--- src/rtl/regfile_rw_pkg.sv ---
// Shared constants and state encoding for the regfile_rw register file.
// Imported by the interface, the write-address decoder and the top.
package regfile_rw_pkg;

  localparam int DATA_WIDTH = 32;
  localparam int ADDR_WIDTH = 5;
  localparam int NUM_REGS   = 2 ** ADDR_WIDTH;

  typedef enum logic {
    IDLE  = 1'b0,
    CLEAR = 1'b1
  } state_t;

  localparam logic [ADDR_WIDTH-1:0] CLEAR_LAST = 5'd31;

endpackage : regfile_rw_pkg

--- src/rtl/regfile_rw_if.sv ---
// Bus bundle for the register file: one write port, two read ports, clear control.
// The master drives requests; the slave (the register file) returns read data and status.
interface regfile_rw_if;
  import regfile_rw_pkg::*;

  logic                  ctrl_writeEnable;
  logic [ADDR_WIDTH-1:0] ctrl_writeRegister;
  logic [DATA_WIDTH-1:0] data_writeReg;
  logic [ADDR_WIDTH-1:0] ctrl_readRegA;
  logic [ADDR_WIDTH-1:0] ctrl_readRegB;
  logic                  ctrl_clear;
  logic [DATA_WIDTH-1:0] data_readRegA;
  logic [DATA_WIDTH-1:0] data_readRegB;
  logic                  busy;
  logic                  write_dropped;

  modport master (
    output ctrl_writeEnable, ctrl_writeRegister, data_writeReg,
           ctrl_readRegA, ctrl_readRegB, ctrl_clear,
    input  data_readRegA, data_readRegB, busy, write_dropped
  );

  modport slave (
    input  ctrl_writeEnable, ctrl_writeRegister, data_writeReg,
           ctrl_readRegA, ctrl_readRegB, ctrl_clear,
    output data_readRegA, data_readRegB, busy, write_dropped
  );

endinterface : regfile_rw_if

--- src/rtl/regfile_rw_five_bit_decoder.sv ---
// 5-to-32 one-hot decoder selecting the register that receives write data.
module five_bit_decoder
  import regfile_rw_pkg::*;
(
  input  logic [ADDR_WIDTH-1:0] sel,
  output logic [NUM_REGS-1:0]   onehot
);

  // One-hot decode of the select input.
  always_comb begin
    onehot      = {NUM_REGS{1'b0}};
    onehot[sel] = 1'b1;
  end

endmodule : five_bit_decoder

--- src/rtl/regfile_rw.sv ---
// 32 x 32-bit register file: one write port, two registered read ports with
// write/clear bypass, r0 hardwired to zero, and a one-register-per-cycle clear sequencer.
module regfile_rw
  import regfile_rw_pkg::*;
(
  input  logic         clock,
  input  logic         ctrl_reset_n,
  regfile_rw_if.slave  bus
);

  state_t                 state_r;
  state_t                 next_state_s;
  logic [ADDR_WIDTH-1:0]  counter_r;
  logic [ADDR_WIDTH-1:0]  counter_nxt_s;

  logic [DATA_WIDTH-1:0]  regs_r [NUM_REGS];
  logic [NUM_REGS-1:0]    dec_s;
  logic [NUM_REGS-1:1]    wr_en_s;
  logic [NUM_REGS-1:1]    clr_en_s;

  logic                   clearing_s;
  logic                   commit_s;
  logic                   drop_s;

  logic [DATA_WIDTH-1:0]  read_a_s;
  logic [DATA_WIDTH-1:0]  read_b_s;
  logic [DATA_WIDTH-1:0]  read_a_r;
  logic [DATA_WIDTH-1:0]  read_b_r;
  logic                   write_dropped_r;

  five_bit_decoder u_wr_dec (
    .sel    (bus.ctrl_writeRegister),
    .onehot (dec_s)
  );

  // Decoder line 0 doubles as the "address is r0" flag so writes there never commit.
  assign clearing_s = (state_r == CLEAR);
  assign commit_s   = (state_r == IDLE) & ~bus.ctrl_clear & bus.ctrl_writeEnable & ~dec_s[0];
  assign drop_s     = bus.ctrl_writeEnable & (clearing_s | bus.ctrl_clear);

  // Per-register write and clear enables.
  always_comb begin
    wr_en_s  = dec_s[NUM_REGS-1:1] & {(NUM_REGS-1){commit_s}};
    clr_en_s = {(NUM_REGS-1){1'b0}};
    for (int i = 1; i < NUM_REGS; i++) begin
      if (clearing_s && (counter_r == ADDR_WIDTH'(i))) begin
        clr_en_s[i] = 1'b1;
      end else begin
        clr_en_s[i] = 1'b0;
      end
    end
  end

  // Clear FSM next-state and counter logic.
  always_comb begin
    next_state_s  = state_r;
    counter_nxt_s = counter_r;
    case (state_r)
      IDLE: begin
        if (bus.ctrl_clear) begin
          next_state_s  = CLEAR;
          counter_nxt_s = {{(ADDR_WIDTH-1){1'b0}}, 1'b1};
        end else begin
          next_state_s  = IDLE;
          counter_nxt_s = {ADDR_WIDTH{1'b0}};
        end
      end
      CLEAR: begin
        if (counter_r == CLEAR_LAST) begin
          next_state_s  = IDLE;
          counter_nxt_s = {ADDR_WIDTH{1'b0}};
        end else begin
          next_state_s  = CLEAR;
          counter_nxt_s = counter_r + {{(ADDR_WIDTH-1){1'b0}}, 1'b1};
        end
      end
      default: begin
        next_state_s  = IDLE;
        counter_nxt_s = {ADDR_WIDTH{1'b0}};
      end
    endcase
  end

  // Clear FSM state and counter registers.
  always_ff @(posedge clock or negedge ctrl_reset_n) begin
    if (!ctrl_reset_n) begin
      state_r   <= IDLE;
      counter_r <= {ADDR_WIDTH{1'b0}};
    end else begin
      state_r   <= next_state_s;
      counter_r <= counter_nxt_s;
    end
  end

  // Register storage; entry 0 is never written and stays zero.
  always_ff @(posedge clock or negedge ctrl_reset_n) begin
    if (!ctrl_reset_n) begin
      for (int i = 0; i < NUM_REGS; i++) begin
        regs_r[i] <= {DATA_WIDTH{1'b0}};
      end
    end else begin
      for (int i = 1; i < NUM_REGS; i++) begin
        if (clr_en_s[i]) begin
          regs_r[i] <= {DATA_WIDTH{1'b0}};
        end else if (wr_en_s[i]) begin
          regs_r[i] <= bus.data_writeReg;
        end else begin
          regs_r[i] <= regs_r[i];
        end
      end
    end
  end

  // Value a read port will capture at this edge, including same-edge write or clear.
  function automatic logic [DATA_WIDTH-1:0] read_value(input logic [ADDR_WIDTH-1:0] addr);
    logic [DATA_WIDTH-1:0] v;
    if (addr == {ADDR_WIDTH{1'b0}}) begin
      v = {DATA_WIDTH{1'b0}};
    end else if (commit_s && (bus.ctrl_writeRegister == addr)) begin
      v = bus.data_writeReg;
    end else if (clearing_s && (counter_r == addr)) begin
      v = {DATA_WIDTH{1'b0}};
    end else begin
      v = regs_r[addr];
    end
    return v;
  endfunction

  // Read-port mux for both ports.
  always_comb begin
    read_a_s = read_value(bus.ctrl_readRegA);
    read_b_s = read_value(bus.ctrl_readRegB);
  end

  // Registered read data and write-dropped pulse.
  always_ff @(posedge clock or negedge ctrl_reset_n) begin
    if (!ctrl_reset_n) begin
      read_a_r        <= {DATA_WIDTH{1'b0}};
      read_b_r        <= {DATA_WIDTH{1'b0}};
      write_dropped_r <= 1'b0;
    end else begin
      read_a_r        <= read_a_s;
      read_b_r        <= read_b_s;
      write_dropped_r <= drop_s;
    end
  end

  assign bus.data_readRegA = read_a_r;
  assign bus.data_readRegB = read_b_r;
  assign bus.busy          = clearing_s;
  assign bus.write_dropped = write_dropped_r;

endmodule : regfile_rw

--- src/flat_wrapper.sv ---
// flat-port wrapper written by rule: the top's interface ports become plain ports
module regfile_rw_flat import regfile_rw_pkg::*;
  (clock, ctrl_reset_n, bus_ctrl_writeEnable, bus_ctrl_writeRegister, bus_data_writeReg, bus_ctrl_readRegA, bus_ctrl_readRegB, bus_ctrl_clear, bus_data_readRegA, bus_data_readRegB, bus_busy, bus_write_dropped);
  regfile_rw_if bus_i ();
  input  logic clock;
  input  logic ctrl_reset_n;
  input wire logic [$bits(bus_i.ctrl_writeEnable)-1:0] bus_ctrl_writeEnable;
  input wire logic [$bits(bus_i.ctrl_writeRegister)-1:0] bus_ctrl_writeRegister;
  input wire logic [$bits(bus_i.data_writeReg)-1:0] bus_data_writeReg;
  input wire logic [$bits(bus_i.ctrl_readRegA)-1:0] bus_ctrl_readRegA;
  input wire logic [$bits(bus_i.ctrl_readRegB)-1:0] bus_ctrl_readRegB;
  input wire logic [$bits(bus_i.ctrl_clear)-1:0] bus_ctrl_clear;
  output wire logic [$bits(bus_i.data_readRegA)-1:0] bus_data_readRegA;
  output wire logic [$bits(bus_i.data_readRegB)-1:0] bus_data_readRegB;
  output wire logic [$bits(bus_i.busy)-1:0] bus_busy;
  output wire logic [$bits(bus_i.write_dropped)-1:0] bus_write_dropped;
  assign bus_i.ctrl_writeEnable = bus_ctrl_writeEnable;
  assign bus_i.ctrl_writeRegister = bus_ctrl_writeRegister;
  assign bus_i.data_writeReg = bus_data_writeReg;
  assign bus_i.ctrl_readRegA = bus_ctrl_readRegA;
  assign bus_i.ctrl_readRegB = bus_ctrl_readRegB;
  assign bus_i.ctrl_clear = bus_ctrl_clear;
  assign bus_data_readRegA = bus_i.data_readRegA;
  assign bus_data_readRegB = bus_i.data_readRegB;
  assign bus_busy = bus_i.busy;
  assign bus_write_dropped = bus_i.write_dropped;
  regfile_rw u_core (.clock(clock), .ctrl_reset_n(ctrl_reset_n), .bus(bus_i));
endmodule
--- config.mk ---
export PLATFORM = sky130hd
export DESIGN_NAME = regfile_rw_flat
export DESIGN_NICKNAME = d
export VERILOG_FILES = /design/src/rtl/regfile_rw_pkg.sv /design/src/rtl/regfile_rw_if.sv /design/src/rtl/regfile_rw_five_bit_decoder.sv /design/src/rtl/regfile_rw.sv /design/src/flat_wrapper.sv
export SDC_FILE = /design/constraint.sdc
export NUM_CORES = 2
export LEC_CHECK = 0
export BUFFER_PORTS_ARGS = -buffer_cell sky130_fd_sc_hd__buf_2
export CAP_MARGIN = 20
export CORE_ASPECT_RATIO = 1.4
export CORE_MARGIN = 4
export CORE_UTILIZATION = 33
export CTS_CLUSTER_SIZE = 12
export DETAILED_ROUTE_END_ITERATION = 7
export GPL_ROUTABILITY_DRIVEN = 0
export PLACE_DENSITY = 0.54
export SYNTH_ARGS = -nofsm -noshare
export SYNTH_HDL_FRONTEND = slang
export SYNTH_HIERARCHICAL = 1
export SYNTH_SLANG_ARGS = --single-unit
--- constraint.sdc ---
create_clock -name clock -period 2.43 [get_ports clock]
set_clock_uncertainty 0.05 [all_clocks]
set_input_delay 0.1215 -clock clock [delete_from_list [all_inputs] [get_ports clock]]
set_output_delay 0.1215 -clock clock [all_outputs]
set_load 0.03 [all_outputs]
Word level (Yosys, flattened, before mapping)
Index checks and enable logic that the tools add are counted.
{ "word_totals": {"ff_bits": 1063, "inputBits": 51, "output_inout_bits": 66, "elab_cells": 269} }
{ "classes": {"addsub": 1, "n_lt_le_gt_ge": 4, "eq_ne": 35, "mux": 113, "n_bitwise": 11, "reduce_logical": 69} }
{ "op_table": {"columns": ["cell", "n"], "rows": [
  ["two-way mux 32 bit", 72],
  ["binary-select mux 32 bit (select 5 bit)", 2],
  ["== test 5 bit, second input constant", 16],
  ["nonzero test 2 bit", 31],
  ["== test 5 x 4 -> 1 bit, second input constant", 8],
  ["logical AND 1 bit", 36],
  ["two-way mux 1 bit", 35],
  ["bitwise AND 31 bit", 1],
  ["== test 5 x 3 -> 1 bit, second input constant", 4],
  ["== test 5 bit", 4],
  [">= comparator 6 bit, second input constant", 2],
  ["inverter 5 -> 6 bit", 2],
  ["== test 5 x 2 -> 1 bit, second input constant", 2],
  ["logical NOT 5 bit", 2],
  ["one-hot mux 5 bit (2 select lines)", 1],
  ["< comparator 5 x 6 -> 1 bit, second input constant", 1],
  ["adder 5 x 1 -> 5 bit, second input constant", 1],
  ["demux 1 bit (select 5 bit)", 1],
  ["== test 5 x 1 -> 1 bit, second input constant", 1],
  [">= comparator 5 x 1 -> 1 bit, second input constant", 1],
  ["two-way mux 5 bit", 1],
  ["bitwise AND 1 bit", 4],
  ["inverter 1 bit", 3],
  ["one-hot mux 1 bit (2 select lines)", 1],
  ["bitwise OR 1 bit", 1]
]} }

Logic depth before layout (Yosys ltp)
{ "depth": {"depth_word": 9, "mapped_depth": 10, "mapped_depth_nobuf": 7} }

Cells and area by module
Netlist, hierarchy kept.
{ "by_module_without_submodules": {"columns": ["mod", "instances", "cells_per_inst", "area_per_inst_um2", "seq_area_each_um2"], "rows": [
  ["regfile_rw", 1, 4006, 54245.8, 26600.5],
  ["five_bit_decoder", 1, 47, 214.0, 0.0]
]} }

Worst setup path after synthesis
OpenSTA, ideal clock, no wires.
{ "synth_timing": {"kind": "register -> register", "start": "reg u_core.state_r, in the netlist u_core/bus.busy", "end": "reg u_core.read_a_r[10], in the netlist u_core/bus.data_readRegA[10]", "setup_ns": 0.122, "arrival_time_ns": 1.965, "t_required_ns": 2.258, "setup_slack_ns": 0.293, "stages_incl_launch_ff": 7, "n_path_buf": 1, "period_less_slack_ns": 2.137, "path_cell_list": "dfrtp_1 nor4b_4 nand4_1 or3_1 buf_2 and2_4 a32o_1"} }
{ "synth_between": {"elab_chain_len": 7, "elab_cells_between_ends": 9, "classes_between": "3 x mux; 4 x bitwise; 2 x reduce/logical"} }
{ "synth_lines": {"columns": ["element", "line_no", "source"], "rows": [
  ["from (decl)", "regfile_rw.sv:11", "state_t state_r;"],
  ["from (signal assigned)", "regfile_rw.sv:90", "state_r <= next_state_s;"],
  ["inverter 1 bit", "regfile_rw.sv:38", "assign commit_s = (state_r == IDLE) & ~bus.ctrl_clear & bus.ctrl_writeEnable & ~dec_s[0];"],
  ["bitwise AND 1 bit (3 in series)", "regfile_rw.sv:38", null],
  ["logical AND 1 bit", "regfile_rw.sv:119", "end else if (commit_s && (bus.ctrl_writeRegister == addr)) begin"],
  ["two-way mux 32 bit *", "regfile_rw.sv:119", null],
  ["two-way mux 32 bit *", "regfile_rw.sv:117", "if (addr == {ADDR_WIDTH{1'b0}}) begin"],
  ["named net u_core.read_a_s[10]", "regfile_rw.sv:25", "logic [DATA_WIDTH-1:0] read_a_s;"],
  ["to (signal assigned)", "regfile_rw.sv:138", "read_a_r <= {DATA_WIDTH{1'b0}};"],
  ["to (signal assigned)", "regfile_rw.sv:142", "read_a_r <= read_a_s;"],
  ["to (decl)", "regfile_rw.sv:27", "logic [DATA_WIDTH-1:0] read_a_r;"]
]} }
The timed path passes the listed nets; every way through them passes the cells marked *.
A chain may end at the register's enable or synchronous reset.

Final worst setup path
{ "layout_timing": {"start": "reg u_core.state_r, in the netlist u_core/bus.busy", "end": "reg u_core.read_b_r[27], in the netlist u_core/bus.data_readRegB[27]"} }
{ "layout_between": {"elab_chain_len": 7, "elab_cells_between_ends": 9, "classes_between": "3 x mux; 4 x bitwise; 2 x reduce/logical"} }
{ "layout_lines": {"columns": ["element", "line_no", "source"], "rows": [
  ["inverter 1 bit", "regfile_rw.sv:38", null],
  ["bitwise AND 1 bit (3 in series)", "regfile_rw.sv:38", null],
  ["logical AND 1 bit", "regfile_rw.sv:119", null],
  ["two-way mux 32 bit *", "regfile_rw.sv:119", null],
  ["two-way mux 32 bit *", "regfile_rw.sv:117", null],
  ["named net u_core.read_b_s[27]", "regfile_rw.sv:26", "logic [DATA_WIDTH-1:0] read_b_s;"],
  ["to (signal assigned)", "regfile_rw.sv:139", "read_b_r <= {DATA_WIDTH{1'b0}};"],
  ["to (signal assigned)", "regfile_rw.sv:143", "read_b_r <= read_b_s;"],
  ["to (decl)", "regfile_rw.sv:28", "logic [DATA_WIDTH-1:0] read_b_r;"]
]} }
Marked as above.

==> summary.txt <==
Synthesis
  – Mapped Cells: 4053
  – Yosys synthesis warning count: 70
  – Area of the mapped netlist: 0.0545 mm^2
  – FFs w/ async S/R, synth: 1.00
  – Number of synthesized flops with an enable pin: 0
  – Netlist cell types: 59
  – Sequential area share after synthesis: 0.488
  – Syn Area/Cell: 13.4 um^2
  – Number of synthesized register bits: 1063
  – Syn nets: 4110
  – Top_reg_cell synth: dfrtp_1

Drt
  – DR WL/cell: 36.1 um
  – Antenna Nets Post-Route: 0
  – Residual DRC: 0
  – DR iter-0 viols: 5279
  – Drt total wl: 233 mm
  – Detailed-route via count: 42900
  – Via density: 6.65
  – Pre-antenna DRT Iters: 6

Final layout
  – Synthesis-to-finish area growth: 19.8%
  – Layout net count: 4304
  – Fraction of layout cells with a size suffix above 1: 0.308
  – Design area: 0.0653 mm^2

Timing
  – Worst Tran Pin Value: 1.10 ns
  – Normalized max-slew margin: 0.258
  – Final Hold Fails: 0
  – Final Max Tran Viols: 0
  – Final worst path period need: 2.29 ns
  – Final setup violation count: 0
  – Final period util: 0.941
  – RSZ-0062 raised after global routing: no
  – Fmax: 437 MHz

Global routing
  – Overflow after GRT: 0
  – First-pass GRT wire length: 332 mm
  – Number of global-route vias before repair: 43600
  – GRT Util Overall: 0.267
  – Largest net degree at the start of global routing: 91
  – Initial antenna violation count: 17

Worst setup path
  – Crit path top cell by count: buf_4
  – CP max FO: 32
  – Critical Path, Cell by Cell: nor4b_4 > buf_4 > nand2_1 > or2_1 > and2_1 > buf_4 > a32o_1
  – Crit path max-delay family: simple AND/OR/NAND/NOR gates
  – CP bufs+invs: 2
  – Critical path class: flop to flop
  – Required @ worst endpoint: 3.00 ns
  – CP Launch Type: flop
  – CP arrival: 2.86 ns
  – Slowest cell on the critical path: dfrtp_1
  – CP max stage delay: 0.40 ns
  – Setup crit end kind: flop

Floorplanning
  – # rows: 176
  – Core Area: 0.164 mm^2
  – Initial Utilization: 0.332
  – IO Count: 117
  – Die area: 0.172 mm^2
  – Die Span X: 351 um
  – Die height: 489 um

CTS
  – CTS tree: yes
  – Depth of the CTS H-tree: 3
  – TritonCTS Buffers: 106
  – Clock Tree Buf Depth: 3
  – Clock-pin slew on the worst setup and hold paths: 0.06 ns
  – Post-CTS Setup Bufs: 0
  – Clock tree root driver cell: clkbuf_16
  – Num Clock Sinks: 1063
  – Worst-skew pair later-pin latency: 0.76 ns

Outcome
  – Status: finished, final reports clean

Placed design
  – IO buf count: 116
  – Hpwl dp: 154 mm
  – Post-DP Area: 0.0617 mm^2

Power and ir drop
  – Leakage: 29.2 nW
  – Overall power: 43.1 mW
  – Worst IR Drop VDD: 531 uV
  – Power Dens Cells: 661 mW/mm^2

Run
  – Max_cap viols: 0

Worst hold path
  – HP Class: input pin to flop
## state kept, by name, indices dropped and copies added, names as in the netlist
signal,cells
u_core/bus.data_readRegB,32
u_core/bus.data_readRegA,32
u_core/regs_r,992
u_core/bus.busy,1
u_core/counter_r,5
u_core/bus.write_dropped,1
## power breakdown
group	leakage, nW	switching [mW]	internal (mW)	total (mW)
clock	1.57	7.34	8.79	16.1
combinational	12.9	5.08	3.07	8.14
sequential	14.7	0.564	18.3	18.9
total	29.2	13.0	30.1	43.1
## worst paths after layout
path / start / to / slack, ns / depth (start not counted)
setup / recovery: u_core/bus.busy / u_core/bus.data_readRegB[27] / 0.14 / 7
hold / removal: bus_data_writeReg[2] / u_core/regs_r[66] / 0.05 / 2
setup reg to reg: u_core/bus.busy / u_core/bus.data_readRegB[27] / 0.14 / 7
hold reg to reg: u_core/regs_r[310] / u_core/regs_r[310] / 0.46 / 1
max in group asynchronous: ctrl_reset_n / u_core/bus.data_readRegA[1] / 1.50 / 3
min in group asynchronous: ctrl_reset_n / u_core/regs_r[329] / 0.19 / 3
## kinds of logic (layout without fill, tap and decap cells)
| group | after synthesis | after routing | synth area share |
|---|---|---|---|
| and+or+nand+nor | 291 | 291 | 0.0278 |
| AOI/OAI and AO/OA | 1492 | 1492 | 0.227 |
| adders and majority gates | 6 | 6 | 0.00138 |
| buffers and inverters | 577 | 826 | 0.0494 |
| muxes | 602 | 602 | 0.202 |
| xor gates and xnor gates | 22 | 22 | 0.00354 |
| DFF | 1063 | 1063 | 0.488 |
| other | 0 | 12 | 0 |
## stage by stage
step / TNS [ns] / util / cells / setup WS, ns / hold slack (ns)
after floorplan: 0 / - / 4053 / 0.293 / -0.224
after global placement: -0.958 / 0.375 / 6241 / -0.441 / 0.0567
after detailed placement: -0.834 / 0.375 / 6241 / -0.340 / 0.0558
after CTS: 0 / 0.397 / 6438 / 0.140 / 0.00610
after global routing: 0 / 0.397 / 6444 / 0.0614 / 0.0314
final: 0 / 0.397 / 6450 / 0.144 / 0.0501
## cell type report
| class | instances | area (um^2) |
|---|---|---|
| clock inverter | 17 | 181 |
| multi-input combinational | 2413 | 25600 |
| clock buffer | 146 | 3020 |
| sequential | 1063 | 26600 |
| inverter | 8 | 30.0 |
| timing repair buffer | 655 | 7110 |
| fill | 15300 | 99000 |
| tap | 2136 | 2670 |
| antenna | 12 | 30.0 |
## layout by cell type (no fill, tap or decap), types with 6 or more instances in the layout
| cell type | count |
|---|---|
| dfrtp_1 | 1063 |
| a22o_1 | 994 |
| mux4_2 | 389 |
| buf_4 | 322 |
| buf_12 | 187 |
| mux2i_1 | 126 |
| buf_2 | 108 |
| clkbuf_16 | 107 |
| mux2_2 | 86 |
| nand2_1 | 71 |
| a22oi_1 | 70 |
| nor2_1 | 60 |
| a21oi_1 | 59 |
| a221oi_1 | 49 |
| o22ai_1 | 49 |
| o31ai_1 | 46 |
| a221o_1 | 44 |
| a21o_1 | 35 |
| dlygate4sd3_1 | 33 |
| and2_2 | 32 |
| a21oi_4 | 31 |
| o22a_1 | 29 |
| and3_1 | 22 |
| nor2b_1 | 22 |
| o21ai_0 | 22 |
| clkbuf_8 | 20 |
| clkbuf_1 | 19 |
| o221ai_1 | 17 |
| and2_1 | 13 |
| a32o_1 | 13 |
| diode_2 | 12 |
| nand2b_1 | 12 |
| xnor2_1 | 11 |
| xor2_1 | 11 |
| o211ai_1 | 10 |
| nand4_1 | 9 |
| nand3_1 | 9 |
| inv_1 | 8 |
| clkinv_2 | 6 |
| ha_1 | 6 |
## Yosys cell counts (all sizes together), types with 28 or more instances
library cell	number	area, um^2
a21oi	90	450
mux2	86	968
nor2b	28	175
o22ai	49	307
a21o	35	263
nand2	73	274
nor2	62	233
and2	46	290
buf	311	1690
a22oi	70	526
mux2i	126	1260
mux4	390	8790
o31ai	46	345
dfrtp	1063	26600
a221o	44	440
o22a	29	254
a22o	994	8710
a221oi	49	429
clkbuf	258	968
## layer usage
layer  global-route usage  up-vias  part of all wire
met5                    0        -           0.00012
met2                0.425     2770              0.47
li1                     -    16600                 -
met1                0.335    22700              0.37
met3               0.0627      744             0.090
met4                0.151        6             0.067
## timing repair
item                                    CTS  global route
setup endpoints to repair                 0             1
endpoints found under the hold margin  1282             0
resized for setup                         0             1
hold buffers                             34             0
(Power assumes the default switching activity.)
